==> src/rtl/lsu_dmem_if_if.sv <==
// Data-memory request/grant/response bus between the LSU and memory.
// Latency: none (wires only).
// Backpressure: mem_gnt accepts a held request; one response per granted request.
interface lsu_dmem_if_if;
    logic        mem_req;
    logic        mem_we;
    logic [31:0] mem_addr;
    logic [31:0] mem_wdata;
    logic [3:0]  mem_wstrb;
    logic        mem_gnt;
    logic        mem_rvalid;
    logic [31:0] mem_rdata;
    logic        mem_err;

    modport master (
        output mem_req, mem_we, mem_addr, mem_wdata, mem_wstrb,
        input  mem_gnt, mem_rvalid, mem_rdata, mem_err
    );

    modport slave (
        input  mem_req, mem_we, mem_addr, mem_wdata, mem_wstrb,
        output mem_gnt, mem_rvalid, mem_rdata, mem_err
    );
endinterface

==> src/rtl/lsu_dmem_if.sv <==
// RV32I load/store unit driving a req/gnt/rvalid data bus; LSU_BUS_TIMEOUT_EN adds a bus-wait abort counter.
// Latency: 3 cycles minimum (REQ, WAIT, DONE); misaligned/illegal accesses complete in 1 cycle.
// Backpressure: lsu_busy stalls the core until lsu_done; the request is held until mem_gnt.
module lsu_dmem_if #(
    parameter int unsigned TIMEOUT_CYCLES = 255
) (
    input  logic        clk,
    input  logic        rst_n,
    input  logic        ex_valid,
    input  logic        ex_is_store,
    input  logic [2:0]  ex_funct3,
    input  logic [31:0] ex_addr,
    input  logic [31:0] ex_wdata,
    output logic        lsu_busy,
    output logic        lsu_done,
    output logic [31:0] lsu_rdata,
    output logic        lsu_misalign,
    output logic        lsu_fault,
    lsu_dmem_if_if.master dmem
);

    typedef enum logic [1:0] {IDLE, REQ, WAIT, DONE} state_t;

    state_t      state;
    logic        store_q;
    logic [2:0]  funct3_q;
    logic [1:0]  addr_lo_q;

    logic        is_half;
    logic        is_word;
    logic        illegal;
    logic        misalign;
    logic [31:0] st_wdata;
    logic [3:0]  st_wstrb;

    always_comb begin
        is_half  = (ex_funct3[1:0] == 2'b01);
        is_word  = (ex_funct3[1:0] == 2'b10);
        if (ex_is_store)
            illegal = (ex_funct3 >= 3'd3);
        else
            illegal = (ex_funct3 == 3'd3) || (ex_funct3 == 3'd6) || (ex_funct3 == 3'd7);
        // Alignment is only meaningful for a legal access width.
        misalign = !illegal && ((is_half && ex_addr[0]) || (is_word && (ex_addr[1:0] != 2'b00)));
    end

    always_comb begin
        st_wdata = ex_wdata;
        st_wstrb = 4'b1111;
        case (ex_funct3[1:0])
            2'b00: begin
                st_wdata = {4{ex_wdata[7:0]}};
                st_wstrb = 4'b0001 << ex_addr[1:0];
            end
            2'b01: begin
                st_wdata = {2{ex_wdata[15:0]}};
                st_wstrb = ex_addr[1] ? 4'b1100 : 4'b0011;
            end
            default: ;
        endcase
    end

    function automatic logic [31:0] load_extend(input logic [31:0] word,
                                                input logic [1:0]  lo,
                                                input logic [2:0]  f3);
        logic [7:0]  b;
        logic [15:0] h;
        b = 8'(word >> {lo, 3'b000});
        h = lo[1] ? word[31:16] : word[15:0];
        case (f3)
            3'b000:  return {{24{b[7]}}, b};
            3'b001:  return {{16{h[15]}}, h};
            3'b010:  return word;
            3'b100:  return {24'd0, b};
            3'b101:  return {16'd0, h};
            default: return 32'd0;
        endcase
    endfunction

    assign lsu_busy = ((state == IDLE) && ex_valid) || (state == REQ) || (state == WAIT);

`ifdef LSU_BUS_TIMEOUT_EN
    localparam int CW_RAW = $clog2(TIMEOUT_CYCLES + 1);
    localparam int CW     = (CW_RAW < 8) ? 8 : ((CW_RAW > 32) ? 32 : CW_RAW);

    logic [CW-1:0] to_cnt;
    logic          to_hit;

    // Counter is 0 in the first REQ cycle, so the abort lands TIMEOUT_CYCLES cycles after REQ entry.
    assign to_hit = (to_cnt == CW'(TIMEOUT_CYCLES - 1));
`else
    logic unused_timeout_param;
    assign unused_timeout_param = ^TIMEOUT_CYCLES;
`endif

    always_ff @(posedge clk) begin
        if (!rst_n) begin
            state          <= IDLE;
            store_q        <= 1'b0;
            funct3_q       <= 3'd0;
            addr_lo_q      <= 2'd0;
            dmem.mem_req   <= 1'b0;
            dmem.mem_we    <= 1'b0;
            dmem.mem_addr  <= 32'd0;
            dmem.mem_wdata <= 32'd0;
            dmem.mem_wstrb <= 4'd0;
            lsu_done       <= 1'b0;
            lsu_rdata      <= 32'd0;
            lsu_misalign   <= 1'b0;
            lsu_fault      <= 1'b0;
`ifdef LSU_BUS_TIMEOUT_EN
            to_cnt         <= '0;
`endif
        end else begin
            case (state)
                IDLE: begin
                    lsu_done     <= 1'b0;
                    lsu_rdata    <= 32'd0;
                    lsu_misalign <= 1'b0;
                    lsu_fault    <= 1'b0;
                    if (ex_valid) begin
                        store_q   <= ex_is_store;
                        funct3_q  <= ex_funct3;
                        addr_lo_q <= ex_addr[1:0];
                        if (illegal || misalign) begin
                            state        <= DONE;
                            lsu_done     <= 1'b1;
                            lsu_fault    <= illegal;
                            lsu_misalign <= misalign;
                        end else begin
                            state          <= REQ;
                            dmem.mem_req   <= 1'b1;
                            dmem.mem_we    <= ex_is_store;
                            dmem.mem_addr  <= {ex_addr[31:2], 2'b00};
                            dmem.mem_wdata <= ex_is_store ? st_wdata : 32'd0;
                            dmem.mem_wstrb <= ex_is_store ? st_wstrb : 4'd0;
`ifdef LSU_BUS_TIMEOUT_EN
                            to_cnt         <= '0;
`endif
                        end
                    end
                end
                REQ: begin
                    if (dmem.mem_gnt) begin
                        dmem.mem_req <= 1'b0;
                        state        <= WAIT;
                    end
`ifdef LSU_BUS_TIMEOUT_EN
                    else if (to_hit) begin
                        dmem.mem_req <= 1'b0;
                        state        <= DONE;
                        lsu_done     <= 1'b1;
                        lsu_fault    <= 1'b1;
                    end
                    to_cnt <= to_cnt + 1'b1;
`endif
                end
                WAIT: begin
                    if (dmem.mem_rvalid) begin
                        state     <= DONE;
                        lsu_done  <= 1'b1;
                        lsu_fault <= dmem.mem_err;
                        lsu_rdata <= (dmem.mem_err || store_q) ? 32'd0
                                   : load_extend(dmem.mem_rdata, addr_lo_q, funct3_q);
                    end
`ifdef LSU_BUS_TIMEOUT_EN
                    else if (to_hit) begin
                        state     <= DONE;
                        lsu_done  <= 1'b1;
                        lsu_fault <= 1'b1;
                    end
                    to_cnt <= to_cnt + 1'b1;
`endif
                end
                DONE: begin
                    // ex_valid is still the retiring instruction here; never restart from DONE.
                    state        <= IDLE;
                    lsu_done     <= 1'b0;
                    lsu_rdata    <= 32'd0;
                    lsu_misalign <= 1'b0;
                    lsu_fault    <= 1'b0;
                end
                default: state <= IDLE;
            endcase
        end
    end

endmodule

==> src/flat_wrapper.sv <==
// flat-port wrapper written by rule: the top's interface ports become plain ports
module lsu_dmem_if_flat 
#(
    parameter int unsigned TIMEOUT_CYCLES = 255
)
  (clk, rst_n, ex_valid, ex_is_store, ex_funct3, ex_addr, ex_wdata, lsu_busy, lsu_done, lsu_rdata, lsu_misalign, lsu_fault, dmem_mem_req, dmem_mem_we, dmem_mem_addr, dmem_mem_wdata, dmem_mem_wstrb, dmem_mem_gnt, dmem_mem_rvalid, dmem_mem_rdata, dmem_mem_err);
  lsu_dmem_if_if dmem_i ();
  input  logic clk;
  input  logic rst_n;
  input  logic ex_valid;
  input  logic ex_is_store;
  input  logic [2:0] ex_funct3;
  input  logic [31:0] ex_addr;
  input  logic [31:0] ex_wdata;
  output logic lsu_busy;
  output logic lsu_done;
  output logic [31:0] lsu_rdata;
  output logic lsu_misalign;
  output logic lsu_fault;
  output wire logic [$bits(dmem_i.mem_req)-1:0] dmem_mem_req;
  output wire logic [$bits(dmem_i.mem_we)-1:0] dmem_mem_we;
  output wire logic [$bits(dmem_i.mem_addr)-1:0] dmem_mem_addr;
  output wire logic [$bits(dmem_i.mem_wdata)-1:0] dmem_mem_wdata;
  output wire logic [$bits(dmem_i.mem_wstrb)-1:0] dmem_mem_wstrb;
  input wire logic [$bits(dmem_i.mem_gnt)-1:0] dmem_mem_gnt;
  input wire logic [$bits(dmem_i.mem_rvalid)-1:0] dmem_mem_rvalid;
  input wire logic [$bits(dmem_i.mem_rdata)-1:0] dmem_mem_rdata;
  input wire logic [$bits(dmem_i.mem_err)-1:0] dmem_mem_err;
  assign dmem_mem_req = dmem_i.mem_req;
  assign dmem_mem_we = dmem_i.mem_we;
  assign dmem_mem_addr = dmem_i.mem_addr;
  assign dmem_mem_wdata = dmem_i.mem_wdata;
  assign dmem_mem_wstrb = dmem_i.mem_wstrb;
  assign dmem_i.mem_gnt = dmem_mem_gnt;
  assign dmem_i.mem_rvalid = dmem_mem_rvalid;
  assign dmem_i.mem_rdata = dmem_mem_rdata;
  assign dmem_i.mem_err = dmem_mem_err;
  lsu_dmem_if #(.TIMEOUT_CYCLES(TIMEOUT_CYCLES)) u_core (.clk(clk), .rst_n(rst_n), .ex_valid(ex_valid), .ex_is_store(ex_is_store), .ex_funct3(ex_funct3), .ex_addr(ex_addr), .ex_wdata(ex_wdata), .lsu_busy(lsu_busy), .lsu_done(lsu_done), .lsu_rdata(lsu_rdata), .lsu_misalign(lsu_misalign), .lsu_fault(lsu_fault), .dmem(dmem_i));
endmodule
==> config.mk <==
export PLATFORM = sky130hd
export DESIGN_NAME = lsu_dmem_if_flat
export DESIGN_NICKNAME = d
export VERILOG_FILES = /design/src/rtl/lsu_dmem_if_if.sv /design/src/rtl/lsu_dmem_if.sv /design/src/flat_wrapper.sv
export SDC_FILE = /design/constraint.sdc
export NUM_CORES = 1
export LEC_CHECK = 0
export ABC_AREA = 0
export BUFFER_PORTS_ARGS = -buffer_cell sky130_fd_sc_hd__buf_2
export CAP_MARGIN = 10
export CORE_ASPECT_RATIO = 1.25
export CORE_MARGIN = 5
export CORE_UTILIZATION = 43
export CTS_CLUSTER_DIAMETER = 40
export DETAILED_ROUTE_END_ITERATION = 8
export PLACE_DENSITY = 0.72
export RECOVER_POWER = 25
export SLEW_MARGIN = 5
export SYNTH_ARGS = -nofsm -noshare
export SYNTH_HDL_FRONTEND = slang
export SYNTH_SLANG_ARGS = --single-unit
==> constraint.sdc <==
create_clock -name clk -period 1.7 [get_ports clk]
set_input_delay 0.085 -clock clk [delete_from_list [all_inputs] [get_ports clk]]
set_output_delay 0.085 -clock clk [all_outputs]
set_load 0.005 [all_outputs]
* After elaboration in Yosys (flattened, before gate mapping)
Cells that the tools add are included.
** Storage, ports and cells
- Register bits :: 111
- Output and inout bits :: 106
- Input port bits :: 106
- Logic and storage cells :: 91
** Operators by class
- Bitwise operators :: 1
- Reduce and logical (&&, ||, !) cells :: 27
- Eq/ne operators :: 16
- Shift operators :: 2
- Muxes and demuxes :: 31
- Magnitude comparators :: 1
** Operators by type and width (count)
- 32-bit case mux with 5 select lines :: 1
- 32-bit case mux with 2 select lines :: 2
- 32-bit 2-to-1 mux :: 3
- 32-bit by 5-bit >> shifter with 8-bit output :: 1
- 16-bit 2-to-1 mux :: 1
- 3-bit == test (second input constant) :: 4
- 1-bit 2-to-1 mux :: 12
- 2-bit 2-to-1 mux :: 4
- 4-bit 2-to-1 mux :: 2
- 2-bit inequality test (second input constant) :: 4
- 2-bit case mux with 4 select lines :: 1
- 4-bit case mux with 2 select lines :: 1
- 2-bit nonzero test :: 4
- 1-bit logical OR :: 7
- 2-bit == test (second input constant) :: 3
- 3-bit by 2-bit == test with 1-bit output (second input constant) :: 2
- 1-bit case mux with 3 select lines :: 2
- 2-bit AND reduction :: 3
- 3-bit AND reduction :: 2
- 2-bit by 1-bit == test with 1-bit output (second input constant) :: 2
- 1-bit logical AND :: 4
- 2-bit zero test :: 2
- 1-bit case mux with 2 select lines :: 2
- 4-bit AND reduction :: 1
- 8 further kinds :: 8

* Longest topological paths before layout
Gate-level depths: netlist of run 1.
- Word-level depth :: 10
- Gate-level depth with buffers :: 10
- Depth with buffers taken out :: 6

* Worst setup path before layout of run 1
No wires, ideal clock.
- Path type :: reg2reg
- Start point :: reg u_core.state[0]
- End point :: reg u_core.dmem.mem_wdata[31]
- Library setup time :: 131 ps
- Clock period less this slack :: 1879 ps
- Buffers on the path :: 4
- Stages on the path, launching flop included :: 11
- Setup slack :: -179 ps
- Data required time :: 1569 ps
- Arrival :: 1749 ps
- Cells stage by stage :: dfxtp_1 inv_1 ha_1 clkbuf_1 nand2_1 o21bai_1 buf_2 buf_2 buf_2 nand3_1 o31ai_1
** On the way
- Longest elaborated chain between the ends :: 2
** Ends and longest elaborated chain
- start, declared :: RTL line lsu_dmem_if.sv:24 : state_t state;
- start signal, assigned :: RTL line lsu_dmem_if.sv:98 : state <= IDLE;
- start signal, assigned :: RTL line lsu_dmem_if.sv:126 : state <= DONE;
- start signal, assigned :: RTL line lsu_dmem_if.sv:131 : state <= REQ;
- 2-bit zero test :: RTL line lsu_dmem_if.sv:115 : case (state)
- 3-bit AND reduction (no source line)
- end signal, assigned :: RTL line lsu_dmem_if.sv:135 : dmem.mem_wdata <= ex_is_store ? st_wdata : 32'd0;
- end, declared :: RTL line lsu_dmem_if_if.sv:16 : output mem_req, mem_we, mem_addr, mem_wdata, mem_wstrb,
No other way between the ends.
A chain may end at the register's enable or synchronous reset.

* Worst setup path after layout of run 1
- Start point :: reg u_core.addr_lo_q[1]
- End point :: reg u_core.lsu_rdata[12]
** On the way
- Longest elaborated chain between the ends :: 5
- Elaborated cells between the ends (all ways) :: 6
- Classes of those cells :: shift (1); mux (5)
** Ends and longest elaborated chain
- start, declared :: RTL line lsu_dmem_if.sv:27 : logic [1:0] addr_lo_q;
- start signal, assigned :: RTL line lsu_dmem_if.sv:124 : addr_lo_q <= ex_addr[1:0];
- 32-bit by 5-bit >> shifter with 8-bit output or 16-bit 2-to-1 mux (tied branches) :: RTL line lsu_dmem_if.sv:68, lsu_dmem_if.sv:69
- 32-bit case mux with 5 select lines (*) :: RTL line lsu_dmem_if.sv:70 : case (f3)
- 32-bit 2-to-1 mux (*) :: RTL line lsu_dmem_if.sv:163 : lsu_rdata <= (dmem.mem_err || store_q) ? 32'd0
- 32-bit 2-to-1 mux (*) :: RTL line lsu_dmem_if.sv:159 : if (dmem.mem_rvalid) begin
- 32-bit case mux with 2 select lines (*) :: RTL line lsu_dmem_if.sv:115
- end signal, assigned :: RTL line lsu_dmem_if.sv:163
- end, declared :: RTL line lsu_dmem_if.sv:16 : output logic [31:0] lsu_rdata,
Every way passes the cells marked *; elsewhere a longest branch is shown, timed or not. The select of a mux whose other input is x is not followed.

==> reports/metrics.yaml, run 1 <==
timing:
  period_share_pct: 98.13
  worst_slack_ps: 31.74
  setup_viol: 0
  drv_slew: 0
  clock.fmax_ghz: 0.5994
  worst_pin_slew_ps: 745.7
  min_period_ps: 1668
  rsz0062_at_grt: "true"
  skew_ps: 10.57
  hold_violations: 0
  slew_headroom_pct: 50.19
worst_hold_path:
  hp-start: "ex_addr[26]"
  hold_path.class: "primary input to flop"
synthesis:
  synth-edff-count: 0
  synth_cell_types: 48
  ys_seq_elements: 111
  ys_seq_area_share_pct: 43.83
  synth-main-ff-cell: "dfxtp_1"
  ys_warn_count: 0
  syn_avg_cell_area_um2: 8.863
  syn_inst: 572
  syn-cell-area_um2: 5070
  async_flop_share_pct: 0
worst_setup_path:
  critPathArrivalTime_ps: 1890
  cp_top_family: "multiplexers"
  path_max_fanout: 8
  slowest_stage: "mux4_2"
  crit_chain: "mux4_2, and3b_2, a221oi_1, o2bb2ai_1"
  critPathMaxStageDelay_ps: 510
  cp-startpoint: "u_core.addr_lo_q[1]$_SDFFE_PN0P_"
  startpoint_type: "flop"
  worstReg2RegStart: "u_core.addr_lo_q[1]$_SDFFE_PN0P_"
  critical_path_required_ps: 1930
  worstSetupPathType: "flop to flop"
  crit_buf_inv: 0
  end_kind: "flop"
power_and_ir_drop:
  leakage_uw: 0.002935
  total_power_uw: 8486
  ir_drop_uv: 773.1
  power_density_nw_per_um2: 1210
route:
  viasPerCell: 5.513
  dr.pass1.iters: 5
  vias: 5320
  wl_met1_mm: 6.366
  top_layer_used: "met5"
  antenna_left: 0
  wl_met2_mm: 7.964
  drc_errors: 0
  routed_wl_mm: 16.34
  drt_iter0_markers: 253
  met3_length_mm: 1.555
  post_drt_wl_per_cell_um: 16.94
place:
  preCtsSetupSlack_ps: -41.18
  routabilityCongestion: 0.9329
  io_buffers: 209
  hpwl_mm: 12.18
run:
  max-cap-violations: 0
clock_tree:
  cts_made_buffers: 9
  cts_sinks: 111
  root_buffer: "clkbuf_16"
  h-tree-depth: 3
  cts_buffer_depth: 2
  clk_latency_ps: 350
  cts.clk_slew.worst_paths_ps: 80
  cts_tree: "yes"
floorplanning:
  die_height_um: 131.4
  io_pins: 212
  dieArea_um2: 14080
  initial_core_util_pct: 43.64
  rows: 44
  fp.coreArea_um2: 11620
  die-width_um: 107.1
layout:
  antenna_cells: 0
  nets: 910
  drive_gt1_share_pct: 33.08
  syn_to_final_growth_pct: 38.35
global_routing:
  grt_max_degree: 64
  grt_pass1_vias: 5200
  antenna_found_initial: 1
  grt_first_pass_wirelength_mm: 25.65
  grt.overflow.total: 0
  grtUsageTotal_pct: 22.26
status:
  status: "finished, final reports clean"
## routing by layer
metal,up-vias,global-route usage [%]
met5,-,0
met4,2,8.600
met3,31,7.704
met2,227,37.72
met1,2487,25.56
li1,2573,-
## path summary, 6_finish.rpt
path / endpoint / slack (ps) / depth (start not counted)
min: u_core.dmem.mem_addr[26]$_SDFFE_PN0P_ / 20 / 3
max reg2reg: u_core.lsu_rdata[12]$_SDFFE_PN0P_ / 30 / 4
min reg2reg: u_core.store_q$_SDFFE_PN0P_ / 460 / 2
max: u_core.lsu_rdata[12]$_SDFFE_PN0P_ / 30 / 4
## report_power, final
| part | switching (µW) | internal, µW |
|---|---|---|
| Combinational | 1830 | 1420 |
| Sequential | 192 | 2900 |
| Clock | 1080 | 1060 |
| Total | 3110 | 5380 |
## synthesized netlist by cell type, types with 2 or more instances
cell,number,area [µm²]
a21o_1,3,22.52
a21oi_1,21,105.1
a221oi_1,14,122.6
a221oi_2,10,150.1
a222oi_1,7,70.07
a22oi_1,16,120.1
buf_1,8,30.03
buf_2,10,50.05
buf_4,2,15.01
clkbuf_1,36,135.1
dfxtp_1,111,2222
ha_1,5,62.56
inv_1,5,18.77
mux2_2,7,78.83
mux2i_1,26,260.3
nand2_1,58,217.7
nand2b_1,2,12.51
nand3_1,82,410.4
nor2_1,21,78.83
nor2b_1,7,43.79
nor3_1,5,25.02
o21ai_0,46,230.2
o21bai_1,2,15.01
o2bb2ai_1,16,140.1
o31ai_1,28,210.2
or2_2,2,12.51
## layout make-up
cell class / count / area, µm²
clock inverters: 7 / 82.58
repair buffers: 272 / 1600
fillers: 1021 / 4602
flip-flops and latches: 111 / 2226
well taps: 161 / 201.4
clock buffers: 9 / 225.2
multi-input cells: 399 / 2656
inverters: 6 / 22.52
## registers in the layout, indices dropped and copies added (netlist names)
name                   count
u_core.lsu_done            1
u_core.addr_lo_q           2
u_core.state               2
u_core.dmem.mem_addr      30
u_core.lsu_misalign        1
u_core.dmem.mem_req        1
u_core.dmem.mem_we         1
u_core.dmem.mem_wstrb      4
u_core.lsu_fault           1
u_core.dmem.mem_wdata     32
u_core.funct3_q            3
u_core.store_q             1
u_core.lsu_rdata          32
## worst min-delay path: cells and delay by family
| family | cells | cell delay (ps) |
|---|---|---|
| simple gates | 1 | 50 |
| compound gates | 1 | 70 |
| buf+inv | 1 | 100 |
## stage by stage
stage	util, %	hold slack, ps	instances	area, µm²	TNS [ps]
2_1_floorplan	-	224.9	573	5107	0
3_3_place_gp	55.17	329.3	920	6409	0
3_5_place_dp	55.17	336.4	920	6409	-112.4
4_1_cts	60.33	1.671	965	7008	-90.30
5_1_grt	60.38	24.99	965	7014	-193.8
6_report	60.38	18.66	965	7014	0
## cell usage in the layout, fill, tap and decap left out, drive strengths merged, types with 2 or more instances in the layout
cell type,n
mux2,7
clkbuf,44
o21bai,2
a222oi,7
dlygate4sd3,29
a21o,3
conb,2
buf,208
a22oi,16
dfxtp,111
nand3,82
mux2i,26
nand2,58
inv,9
nor2,21
nor3,5
o31ai,28
a221oi,24
o21ai,46
a2111oi,2
a21oi,21
or2,2
clkinv,3
nor2b,7
ha,5
o2bb2ai,16
nand2b,2
## cell families after synthesis
kind of cell / count (synthesis) / share of synthesized area [%]
multiplexers: 34 / 7.207
flip-flops: 111 / 43.83
other: 1 / 0.07397
AO/OA/AOI/OAI: 173 / 25.30
AND/OR/NAND/NOR: 185 / 17.15
buffers and inverters: 63 / 5.207
adder cells (fa/ha/maj): 5 / 1.234
## timing repair
item	CTS	global route
hold endpoints to repair	29	0
setup buffers	0	0
resized for setup	1	11
pin swaps	0	2
endpoints found under the setup margin	6	34
hold buffers	29	0
(Power assumes the default switching activity.)
==> run 2: changes to the inputs <==
--- a/config.mk
+++ b/config.mk
@@ -10,10 +10,12 @@
 export CAP_MARGIN = 10
 export CORE_ASPECT_RATIO = 1.25
 export CORE_MARGIN = 5
-export CORE_UTILIZATION = 43
+export CORE_UTILIZATION = 45
+export CTS_BUF_LIST = sky130_fd_sc_hd__clkbuf_8
 export CTS_CLUSTER_DIAMETER = 40
 export DETAILED_ROUTE_END_ITERATION = 8
-export PLACE_DENSITY = 0.72
+export HOLD_SLACK_MARGIN = 0.03
+export PLACE_DENSITY = 0.75
 export RECOVER_POWER = 25
 export SLEW_MARGIN = 5
 export SYNTH_ARGS = -nofsm -noshare
==> reports/metrics.yaml, run 2 (synthesis results as in run 1) <==
status:
  status: "finished, final reports clean"
global_routing:
  grt.overflow.total: 0  # unchanged
  grt_max_degree: 106  # +66%
  grt_first_pass_wirelength_mm: 27.61  # +7.7%
  grt_pass1_vias: 5459  # +5.0%
  antenna_found_initial: 0  # -1
  grtUsageTotal_pct: 24.99  # +2.7 points
route:
  drc_errors: 0  # unchanged
  drt_iter0_markers: 380  # +50%
  antenna_left: 0  # unchanged
  dr.pass1.iters: 7  # +2
  routed_wl_mm: 18.76  # +15%
  met3_length_mm: 1.949  # +25%
  wl_met1_mm: 6.666  # +4.7%
  vias: 5704  # +7.2%
  top_layer_used: "met4"
  wl_met2_mm: 9.369  # +18%
  viasPerCell: 5.785  # +4.9%
  post_drt_wl_per_cell_um: 19.03  # +12%
worst_setup_path:
  worstSetupPathType: "flop to flop"
  path_max_fanout: 8  # unchanged
  critPathArrivalTime_ps: 1930  # +40 ps
  r2r_slack_ps: 60  # +30 ps
  startpoint_type: "flop"
  reg2reg_depth: 5  # +1
  critPathMaxStageDelay_ps: 380  # -130 ps
  worstReg2RegStart: "u_core.addr_lo_q[1]$_SDFFE_PN0P_"
  crit_buf_inv: 1  # +1
  slowest_stage: "dfxtp_4"
  cp_top_family: "compound AO/OA/AOI/OAI gates"
  worst_r2r_endpoint: "u_core.lsu_rdata[18]$_SDFFE_PN0P_"
  critical_path_required_ps: 1990  # +60 ps
  end_kind: "flop"
  crit_chain: "mux2i_2, a2111oi_4, o211ai_2, buf_12, a221oi_1"
floorplanning:
  rows: 43  # -2.3%
  dieArea_um2: 13500  # -4.1%
  die-width_um: 104.9  # -2.0%
  io_pins: 212  # unchanged
  die_height_um: 128.7  # -2.1%
  fp.coreArea_um2: 11080  # -4.6%
  initial_core_util_pct: 45.74  # +2.1 points
clock_tree:
  cts.clk_slew.worst_paths_ps: 120  # +40 ps
  cts_buffer_depth: 2  # unchanged
  root_buffer: "clkbuf_8"
  cts_tree: "yes"
  clk_latency_ps: 380  # +30 ps
  h-tree-depth: 3  # unchanged
  cts_sinks: 111  # unchanged
  cts_made_buffers: 9  # unchanged
timing:
  hold_violations: 0  # unchanged
  skew_ps: 11.21  # +0.6389 ps
  worst_pin_slew_ps: 554.4  # -191.2 ps
  rsz0062_at_grt: "true"
  drv_slew: 0  # unchanged
  slew_headroom_pct: 62.87  # +13 points
  setup_tns_ps: 0  # unchanged
  setup_viol: 0  # unchanged
  min_period_ps: 1642  # -26.57 ps
  worst_slack_ps: 58.31  # +26.57 ps
  clock.fmax_ghz: 0.6091  # +1.6%
  period_share_pct: 96.57  # -1.6 points
  hold_ws_ps: 43.78  # +25.12 ps
layout:
  final.fill_count: 844  # -17%
  syn_to_final_growth_pct: 50.42
  seqCellArea_um2: 2235  # +0.39%
  multi_input_area_um2: 2794  # +5.2%
  top_regs: "u_core.dmem.mem_wdata x32, u_core.lsu_rdata x32, u_core.dmem.mem_addr x30"
  drive_gt1_share_pct: 33.37  # +0.29 points
  final_cell_mix: "174 x buf_2, 107 x dfxtp_1, 82 x nand3_1, 72 x dlygate4sd3_1, 57 x nand2_1"
  antenna_cells: 0  # unchanged
  layout_commonest_cell: "buf_2"
  nets: 957  # +5.2%
power_and_ir_drop:
  total_power_uw: 8977  # +5.8%
  power_density_nw_per_um2: 1177  # -2.7%
  leakage_uw: 0.003188  # +8.6%
  ir_drop_uv: 633.9  # -18%
place:
  routabilityCongestion: 0.9338  # about the same
  io_buffers: 209  # unchanged
  preCtsSetupSlack_ps: -35.10  # +6.089 ps
  hpwl_mm: 12.03  # -1.2%
worst_hold_path:
  hold_path.class: "primary input to flop"
  hold_path_depth: 3  # unchanged
  hp-start: "ex_wdata[22]"
  hold_path_end: "u_core.dmem.mem_wdata[22]$_SDFFE_PN0P_"
run:
  max-cap-violations: 0  # unchanged
## run 2: changes by cell type in the layout (fill, tap and decap cells not counted), sizes merged
cell         before  now
clkinv            3    5
clkbuf           44   47
inv               9    8
dlygate4sd3      29   72
o21bai            2    3
clkinvlp          1    0
## run 2: final cells by class
cell class / count / share of cell area, %
Multi-Input combinational cell: 400 / 36.64
Sequential cell: 111 / 29.30
Timing Repair Buffer: 318 / 28.79
Tap cell: 135 / 2.215
Clock buffer: 9 / 1.624
Clock inverter: 7 / 1.132
Inverter: 6 / 0.2953
## run 2: tightest hold or removal path, cell delays in order
cell and delay, ps:
buf_2 90, mux2i_1 130, o31ai_1 80
## run 2: through the flow
step | instances | utilization, % | area (µm²)
6_report | 986 | 68.81 | 7626
3_5_place_dp | 886 | 57.33 | 6354
2_1_floorplan | 573 | - | 5107
4_1_cts | 976 | 66.06 | 7322
5_1_grt | 986 | 68.81 | 7626
3_3_place_gp | 886 | 57.33 | 6354
## run 2: routing by layer
layer | vias to the layer above | track usage (%)
li1 | 2670 | -
met3 | 60 | 9.784
met4 | 0 | 8.578
met2 | 324 | 43.70
met1 | 2650 | 27.70
met5 | - | 0
## run 2: how the worst max path moves through the flow
| stage | startpoint | endpoint | cells after the start |
|---|---|---|---|
| after floorplan | u_core.state[0]$_SDFFE_PN0P_ | u_core.lsu_rdata[20]$_SDFFE_PN0P_ | 7 |
| after global placement | u_core.addr_lo_q[1]$_SDFFE_PN0P_ | u_core.lsu_rdata[11]$_SDFFE_PN0P_ | 4 |
| after detailed placement | u_core.addr_lo_q[1]$_SDFFE_PN0P_ | u_core.lsu_rdata[13]$_SDFFE_PN0P_ | 4 |
| after CTS | u_core.addr_lo_q[1]$_SDFFE_PN0P_ | u_core.lsu_rdata[10]$_SDFFE_PN0P_ | 4 |
| after global routing | u_core.addr_lo_q[1]$_SDFFE_PN0P_ | u_core.lsu_rdata[20]$_SDFFE_PN0P_ | 5 |
| final | u_core.addr_lo_q[1]$_SDFFE_PN0P_ | u_core.lsu_rdata[18]$_SDFFE_PN0P_ | 5 |
## run 2: what timing repair did
action | CTS | global route
gates resized for setup | 8 | 29
setup buffers | 2 | 4
endpoints found under the setup margin | 18 | 65
hold buffers | 72 | 1
gates cloned | 0 | 7
hold endpoints to repair | 67 | 1
pin swaps | 0 | 10
## run 2: power by group
group / switching, µW / leakage, µW / internal, µW
Combinational: 2180 / 0.00218 / 2030
Clock: 1050 / 0.000105 / 595
Sequential: 214 / 0.000902 / 2910
Total: 3440 / 0.00319 / 5540
==> run 3: changes to the inputs <==
--- a/config.mk
+++ b/config.mk
@@ -5,17 +5,17 @@
 export SDC_FILE = /design/constraint.sdc
 export NUM_CORES = 1
 export LEC_CHECK = 0
-export ABC_AREA = 0
+export ABC_AREA = 1
 export BUFFER_PORTS_ARGS = -buffer_cell sky130_fd_sc_hd__buf_2
 export CAP_MARGIN = 10
 export CORE_ASPECT_RATIO = 1.25
 export CORE_MARGIN = 5
-export CORE_UTILIZATION = 45
+export CORE_UTILIZATION = 46
 export CTS_BUF_LIST = sky130_fd_sc_hd__clkbuf_8
 export CTS_CLUSTER_DIAMETER = 40
 export DETAILED_ROUTE_END_ITERATION = 8
 export HOLD_SLACK_MARGIN = 0.03
-export PLACE_DENSITY = 0.75
+export PLACE_DENSITY = 0.85
 export RECOVER_POWER = 25
 export SLEW_MARGIN = 5
 export SYNTH_ARGS = -nofsm -noshare
==> reports/metrics.yaml, run 3 <==
global_routing:
  grt_pass1_vias: 6139  # +12%
  grtUsageTotal_pct: 24.17  # -0.82 points
  grt.overflow.total: 0  # unchanged
  grt_first_pass_wirelength_mm: 28.30  # +2.5%
  grt_max_degree: 101  # -4.7%
  antenna_found_initial: 0  # unchanged
timing:
  hold_violations: 0  # unchanged
  skew_ps: 10.94  # -0.2607 ps
  min_period_ps: 1659  # +17.66 ps
  period_share_pct: 97.61  # +1.0 points
  drv_slew: 0  # unchanged
  clock.fmax_ghz: 0.6026  # -1.1%
  setup_viol: 0  # unchanged
status:
  status: "finished, final reports clean"
synthesis:
  synth_top_area_share_pct: 40.04  # -3.8 points
  synthAdderAreaFrac_pct: 1.127  # -0.11 points
  syn-cell-area_um2: 5550  # +9.5%
  synthMuxAreaShare_pct: 0  # -7.2 points
  synth_xor_area_share_pct: 0  # unchanged
  synth_compound_area_share_pct: 15.31  # -10 points
  synth_top_family_by_area: "simple AND/OR/NAND/NOR gates"
  syn_avg_cell_area_um2: 6.687  # -25%
  syn_inst: 830  # +45%
  synthMostInstantiatedCell: "nand2_1"
  synth_cell_types: 28  # -42%
  ys_warn_count: 0  # unchanged
  synth-simple-area-share_pct: 33.54  # +16 points
  ys_seq_area_share_pct: 40.04  # -3.8 points
  synth.top_cells.by_count: "265 x nand2_1, 111 x dfxtp_1, 97 x a21oi_1"
  synth-main-ff-cell: "dfxtp_1"
  async_flop_share_pct: 0  # unchanged
  netlist_top_cells_area: "dfxtp_1 40%, nand2_1 18%, a21oi_1 8.7%, nand3_1 7.8%, nor2_1 4.3%"
  ys_seq_elements: 111  # unchanged
  synth_area_leader_cell: "dfxtp_1"
  synth-edff-count: 0  # unchanged
worst_setup_path:
  critical_path_required_ps: 2020  # +30 ps
  startpoint_type: "flop"
  path_max_fanout: 8  # unchanged
  worstSetupPathType: "flop to flop"
  end_kind: "flop"
  critPathArrivalTime_ps: 1970  # +40 ps
power_and_ir_drop:
  leakage_uw: 0.003459  # +8.5%
  ir_drop_uv: 783.0  # +24%
  power_density_nw_per_um2: 1164  # -1.2%
  total_power_uw: 8700  # -3.1%
route:
  antenna_left: 0  # unchanged
  dr.pass1.iters: 5  # -2
  drc_errors: 0  # unchanged
  viasPerCell: 5.145  # -11%
  drt_iter0_markers: 458  # +21%
  routed_wl_mm: 18.40  # -1.9%
  vias: 6364  # +12%
  post_drt_wl_per_cell_um: 14.87  # -22%
place:
  dpl.cell_count: 1172  # +32%
  hpwl_mm: 12.26  # +1.9%
  io_buffers: 209  # unchanged
  routabilityCongestion: 0.9244  # -1.0%
layout:
  final_util_pct: 63.76  # -5.0 points
  layout_commonest_cell: "nand2_1"
  final_cell_mix: "264 x nand2_1, 173 x buf_2, 109 x dfxtp_1, 97 x a21oi_1, 87 x nand3_1"
  top_regs: "u_core.dmem.mem_wdata x32, u_core.lsu_rdata x32, u_core.dmem.mem_addr x30"
  finalNonFillerCells: 1237  # +25%
  drive_gt1_share_pct: 24.81  # -8.6 points
  syn_to_final_growth_pct: 34.72
  antenna_cells: 0  # unchanged
  nets: 1182  # +24%
floorplanning:
  dieArea_um2: 14380  # +6.5%
  fp.coreArea_um2: 11730  # +5.8%
  die-width_um: 108.3  # +3.2%
  io_pins: 212  # unchanged
  initial_core_util_pct: 47.33  # +1.6 points
  rows: 44  # +2.3%
  die_height_um: 132.8  # +3.2%
clock_tree:
  cts_buffer_depth: 2  # unchanged
  clk_latency_ps: 380  # about the same
  cts_tree: "yes"
  cts_sinks: 111  # unchanged
  root_buffer: "clkbuf_8"
  cts.clk_slew.worst_paths_ps: 110  # about the same
  h-tree-depth: 3  # unchanged
  cts_made_buffers: 9  # unchanged
worst_hold_path:
  hold_path.class: "primary input to flop"
run:
  max-cap-violations: 0  # unchanged
[run 3: changes by cell type in the layout (fill, tap and decap cells not counted), sizes merged, moves of 26 or more]
cell,delta
nand2,+222
nor2,+47
a21oi,+87
mux2i,-26
o31ai,-28
dlygate4sd3,-30
inv,+54
[run 3: report_power, final]
group          internal [µW]  switching (µW)  leakage, µW
Clock                    611             988    0.0000982
Sequential              2940             215     0.000901
Combinational           1580            2370      0.00246
Total                   5130            3570      0.00346
[run 3: area by class of cell]
cell class              instances  area, µm²
fillers                      1051       4249
multi-input cells             604       2818
flip-flops and latches        111       2230
repair buffers                285       1798
inverters                      60      231.5
well taps                     161      201.4
clock buffers                  10      137.6
clock inverters                 6      61.31
[run 3: cells by family after synthesis]
kind of cell             count (synthesis)
adder cells (fa/ha/maj)                  5
AO/OA/AOI/OAI                          156
AND/OR/NAND/NOR                        441
flip-flops                             111
other                                    1
buffers and inverters                  116
[run 3: timing repair]
action                     CTS  global route
hold buffers                42             0
hold endpoints to repair    44             0
setup endpoints to repair    0            97
resized for setup            0            16
setup buffers                0             4
[run 3: final timing paths]
check                                    startpoint  depth (start not counted)                                      to  slack [ps]
max                    u_core.state[0]$_SDFFE_PN0P_                          9       u_core.lsu_rdata[14]$_SDFFE_PN0P_          40
min                                      ex_addr[0]                          3        u_core.addr_lo_q[0]$_SDFFE_PN0P_          50
min reg2reg  u_core.dmem.mem_wdata[31]$_SDFFE_PN0P_                          2  u_core.dmem.mem_wdata[31]$_SDFFE_PN0P_         460
max reg2reg            u_core.state[0]$_SDFFE_PN0P_                          9       u_core.lsu_rdata[14]$_SDFFE_PN0P_          40
[run 3: metrics by stage]
stage               hold slack [ps]  instance area, µm²  TNS, ps  setup WS [ps]
finish                        50.45                7477        0          40.65
global route                  96.67                7477   -221.8         -33.84
CTS                           36.08                7377        0          18.64
detailed placement            363.2                6758        0          47.05
global placement              358.4                6758        0          110.0
floorplan                     223.3                5554        0          151.2
[run 3: worst max-delay path: stages, from the launching register on]
cell	delay, ps
dfxtp_4	390
inv_4	50
ha_4	240
inv_2	80
o21ai_2	100
nor3_4	260
buf_6	160
clkbuf_16	150
nand2_1	50
a21oi_1	120
[run 3: per-layer routing]
layer  vias to the layer above  global-route usage (%)  share of wire [%]
li1                       3127                       -                  -
met1                      2857                   26.63                 37
met4                         0                   13.19                4.1
met2                       317                   41.70                 50
met5                         -                       0                  0
met3                        63                   6.433                9.2
